$ cat src/rtl/customized_sequence_packer.sv
// Write-side producer for the customized-sequence byte FIFO: turns one accepted
// configuration into number, length, cycle and pattern-bit bytes, then waits for drain plus a quiet gap.
module customized_sequence_packer #(
    parameter int unsigned GAP_CYCLES = 4
) (
    input  logic         clk,
    input  logic         rst_n,
    input  logic         cfg_valid_i,
    output logic         cfg_ready_o,
    input  logic [7:0]   cfg_number_i,
    input  logic [7:0]   cfg_length_i,
    input  logic [7:0]   cfg_cycle_i,
    input  logic [255:0] cfg_data_i,
    input  logic         wrfifo_full_i,
    input  logic         wrfifo_empty_i,
    output logic         wrfifo_req_o,
    output logic [7:0]   wrfifo_data_o,
    output logic         busy_o,
    output logic         done_o,
    output logic         err_o
);

    typedef enum logic [4:0] {
        IDLE       = 5'b00001,
        HDR        = 5'b00010,
        DATA       = 5'b00100,
        WAIT_EMPTY = 5'b01000,
        GAP        = 5'b10000
    } state_e;

    localparam logic [7:0] GAP_LAST = 8'(GAP_CYCLES - 1);

    state_e         state_q;
    logic [7:0]     number_q;
    logic [7:0]     length_q;
    logic [7:0]     cycle_q;
    logic [255:0]   data_q;
    logic [8:0]     byteIdx_q;
    logic [7:0]     gapCnt_q;
    logic           req_q;
    logic [7:0]     wrData_q;
    logic           done_q;
    logic           err_q;

    logic [7:0]     bitIdx;
    logic [7:0]     curByte;
    logic           cfgIllegal;
    logic           lastByte;

    // Byte index 3+n carries pattern bit n; modulo-256 subtraction keeps indices 256/257 correct.
    always_comb begin
        bitIdx     = byteIdx_q[7:0] - 8'd3;
        cfgIllegal = (cfg_number_i > 8'd3) || (cfg_length_i == 8'd0) || (cfg_cycle_i == 8'd0);
        lastByte   = (byteIdx_q == ({1'b0, length_q} + 9'd2));
        curByte    = 8'd0;
        case (byteIdx_q)
            9'd0:    curByte = number_q;
            9'd1:    curByte = length_q;
            9'd2:    curByte = cycle_q;
            default: curByte = {7'b0, data_q[bitIdx]};
        endcase
    end

    always_ff @(posedge clk or negedge rst_n) begin
        if (!rst_n) begin
            state_q   <= IDLE;
            number_q  <= 8'd0;
            length_q  <= 8'd0;
            cycle_q   <= 8'd0;
            data_q    <= '0;
            byteIdx_q <= 9'd0;
            gapCnt_q  <= 8'd0;
            req_q     <= 1'b0;
            wrData_q  <= 8'd0;
            done_q    <= 1'b0;
            err_q     <= 1'b0;
        end else begin
            done_q <= 1'b0;
            err_q  <= 1'b0;
            case (state_q)
                IDLE: begin
                    req_q <= 1'b0;
                    if (cfg_valid_i) begin
                        number_q <= cfg_number_i;
                        length_q <= cfg_length_i;
                        cycle_q  <= cfg_cycle_i;
                        data_q   <= cfg_data_i;
                        if (cfgIllegal) begin
                            err_q <= 1'b1;
                        end else begin
                            state_q   <= HDR;
                            byteIdx_q <= 9'd0;
                        end
                    end
                end
                // A full FIFO stalls the stream in place: no byte is dropped or repeated.
                HDR, DATA: begin
                    if (wrfifo_full_i) begin
                        req_q <= 1'b0;
                    end else begin
                        req_q     <= 1'b1;
                        wrData_q  <= curByte;
                        byteIdx_q <= byteIdx_q + 9'd1;
                        if (state_q == HDR && byteIdx_q == 9'd2) begin
                            state_q <= DATA;
                        end
                        if (state_q == DATA && lastByte) begin
                            done_q  <= 1'b1;
                            state_q <= WAIT_EMPTY;
                        end
                    end
                end
                WAIT_EMPTY: begin
                    req_q <= 1'b0;
                    if (wrfifo_empty_i) begin
                        state_q  <= GAP;
                        gapCnt_q <= 8'd0;
                    end
                end
                GAP: begin
                    req_q <= 1'b0;
                    if (gapCnt_q == GAP_LAST) begin
                        state_q <= IDLE;
                    end else begin
                        gapCnt_q <= gapCnt_q + 8'd1;
                    end
                end
                default: begin
                    req_q   <= 1'b0;
                    state_q <= IDLE;
                end
            endcase
        end
    end

    assign cfg_ready_o   = (state_q == IDLE);
    assign busy_o        = (state_q != IDLE);
    assign wrfifo_req_o  = req_q;
    assign wrfifo_data_o = wrData_q;
    assign done_o        = done_q;
    assign err_o         = err_q;

endmodule

$ cat config.mk
export PLATFORM = sky130hd
export DESIGN_NAME = customized_sequence_packer
export DESIGN_NICKNAME = d
export VERILOG_FILES = /design/src/rtl/customized_sequence_packer.sv
export SDC_FILE = /design/constraint.sdc
export NUM_CORES = 1
export LEC_CHECK = 0
export CAP_MARGIN = 5
export CORE_ASPECT_RATIO = 0.7
export CORE_MARGIN = 4
export CORE_UTILIZATION = 30
export DETAILED_ROUTE_END_ITERATION = 16
export GPL_ROUTABILITY_DRIVEN = 0
export PLACE_DENSITY = 0.54
export SYNTH_ARGS = -nofsm -noshare
export SYNTH_HDL_FRONTEND = slang
export SYNTH_SLANG_ARGS = --single-unit
export TNS_END_PERCENT = 1
$ cat constraint.sdc
create_clock -name clk -period 3.8 [get_ports clk]
set_input_delay 0.57 -clock clk [delete_from_list [all_inputs] [get_ports clk]]
set_output_delay 0.57 -clock clk [all_outputs]
set_load 0.05 [all_outputs]
==> flow_summary.yaml <==
die:
  ios: 298
  start_util: 0.304
  die_area_um2: 52200
  chipWidth_um: 271
  rows: 67
  core_area_um2: 48000
  die_h_um: 192
global_route:
  grt_busiest_layer: "met2"
  met2_usage: 0.231
  antenna_found_initial: 13
  met1_usage: 0.225
  grt_start_max_net_pins: 115
  grtUsageTotal: 0.155
  first_global_vias: 9940
  grtUsageMet3: 0.0485
  grt_pass1_wl_um: 61700
  overflow: 0
power_and_ir_drop:
  max-vdd-ir-drop_mv: 0.481
  p_leak_nw: 7.58
  switching_share: 0.296
  p_clk_frac: 0.264
  power_frac_seq: 0.386
  intPower_w: 0.00938
  switchingPower_w: 0.00394
  power.share.combinational: 0.349
  p_per_area_nw_per_um2: 683
finish:
  fin_nets: 1556
  final_cell_mix: "dfrtp_1, clkdlybuf4s50_1, mux2_2"
  drive_gt1_frac: 0.346
  area_growth_pct: 33.8
  final_common_cell: "dfrtp_1"
run:
  cap_viol_max_count: 0
setup_path:
  cp-end-kind: "output port"
  rrSetupSlack_ns: 0.73
  rr_startpoint: "byteIdx_q[1]"
  rr_worst_depth: 9
  crit_path_start_kind: "flop"
  crit_path_start: "state_q[1]"
  path_max_fanout: 7
  crit_type: "reg -> out"
  worstPathArrival_ns: 2.51
  r2r-end: "wrfifo_data_o[0]"
  critical_path_required_ns: 3.23
detailed_routing:
  drtIter0Drc: 482
  detail_route.vias_per_cell: 4.74
  wl_um: 41000
  dr.pass1.iters: 6
  drc_errors: 0
  ant_nets: 0
  wl_per_cell_um: 21.1
  vias: 9211
status:
  status: "complete, no violations"
placement:
  numPortBuffers: 297
  place_worst_setup_slack_ns: 0.473
  dp_hpwl_um: 29400
timing:
  relSlewSlack: 0.316
  fin_worst_skew_ns: 0.0186
  whs_ns: 0.0662
  hold_viol: 0
  period_needed_ns: 3.08
  tightest_slew_ns: 1.03
  setup_viol: 0
  rsz0062_at_grt: "false"
  fmax_ghz: 0.325
  final_max_slew_viol_count: 0
  tns_ns: 0
  setup_slack_ns: 0.723
  finalCritPeriodShare: 0.810
cts:
  cts_made_buffers: 37
  path_clk_slew_ns: 0.06
  htreeDepth: 2
  cts_tree: "yes"
  numClockSinks: 313
  clk_latency_ns: 0.52
  cts_setup_buffers: 0
  post_cts_resized: 0
  clockRootBuffer: "clkbuf_16"
  cts_hold_buf: 0
  clk_path_buf_depth: 3
synthesis:
  synth_compound_area_frac: 0.0360
  yosysSeqAreaShare: 0.537
  synth-seq-cells: 313
  synth_top_flop_cell: "dfrtp_1"
  synth.avg_cell_area_um2: 15.1
  synth-adder-area-share: 0.00515
  synth_top_family_by_area: "multiplexers"
  synth_area_um2: 14600
  synthMuxAreaShare: 0.341
  netlist_instances: 968
  ys_warn_count: 0
  syn_nets: 1259
  yosysTopAreaCellShare: 0.535
  synth_cell_type_count: 56
  synth.largest_area_cell: "dfrtp_1"
  synth_area_leaders: "dfrtp_1, mux2_2, mux4_2"
  synth-xor-area-share: 0.0125
  synth-simple-area-share: 0.0386
  synth-edff-count: 0
  async_flop_share: 1.00
worst_hold_path:
  holdCritPathClass: "in -> async"
[power groups by stage]
| stage | Clock, W | Sequential (W) | Combinational [W] |
|---|---|---|---|
| 4_1_cts | 0.00364 | 0.00516 | 0.00474 |
| 3_3_place_gp | 0 | 0.00520 | 0.00466 |
| 3_5_place_dp | 0 | 0.00521 | 0.00472 |
| 5_1_grt | 0.00379 | 0.00530 | 0.00502 |
| 2_1_floorplan | 0 | 0.00501 | 0.00348 |
| 6_report | 0.00352 | 0.00515 | 0.00466 |
[worst max path at each step]
stage                       end  cells past startpoint
2_1_floorplan  wrfifo_data_o[0]                     14
3_3_place_gp       byteIdx_q[8]                      9
3_5_place_dp       byteIdx_q[7]                      9
4_1_cts        wrfifo_data_o[0]                      9
5_1_grt        wrfifo_data_o[0]                      9
6_report            cfg_ready_o                      4
[cell type report]
cell class,instances,area (µm²)
Clock inverter,5,87.6
Multi-Input combinational cell,581,6360
Clock buffer,56,1110
Timing Repair Buffer,322,3250
Sequential cell,313,7840
Inverter,10,37.5
Antenna cell,2,5.00
Tap cell,655,820
Fill cell,4431,28400
[cells by family (layout without fill, tap and decap cells)]
group | after synthesis | after routing
mux | 370 | 370
flops | 313 | 313
buf+inv | 74 | 393
other cells | 0 | 2
fa+ha+maj | 6 | 6
simple gates | 109 | 109
compound gates | 76 | 76
xor+xnor | 20 | 20
[per-stage QoR]
stage	std cells	cell area, µm²	total power [W]	util
finish	1944	19500	0.0133	0.407
global route	1942	19500	0.0141	0.407
CTS	1942	19500	0.0135	0.407
global placement	1881	18300	0.00986	0.382
detailed placement	1881	18300	0.00993	0.382
floorplan	968	14600	0.00849	-
[worst max-delay path, stage by stage, from the launching register on]
cell and delay [ns]:
dfrtp_1 0.45, nor3_1 0.27, nand3b_1 0.32, inv_1 0.14, clkdlybuf4s50_1 0.81
[state kept, by name, indices dropped and copies added, names as in the netlist, 5 cells and up]
signal,count
data_q,256
gapCnt_q,8
number_q,8
state_q,5
wrfifo_data_o,8
length_q,8
cycle_q,8
byteIdx_q,9
[layer usage]
layer  vias up  wire (µm)  share of wire
met2       240      17800           0.43
met3        65       2670          0.065
li1       4235          -              -
met4        22        671          0.016
met1      4649      19800           0.48
met5         -        123         0.0030
[cells in the mapped netlist (9+ instances only)]
| cell | n |
|---|---|
| a21oi_1 | 9 |
| buf_2 | 34 |
| buf_6 | 10 |
| clkbuf_1 | 10 |
| dfrtp_1 | 312 |
| inv_1 | 10 |
| mux2_2 | 281 |
| mux2i_1 | 16 |
| mux4_2 | 73 |
| nand2_1 | 28 |
| nand3_1 | 9 |
| nor2_1 | 21 |
| o21ai_0 | 17 |
| o21ai_1 | 10 |
| xor2_1 | 13 |
Note: power is estimated with default switching activity, not from simulation.
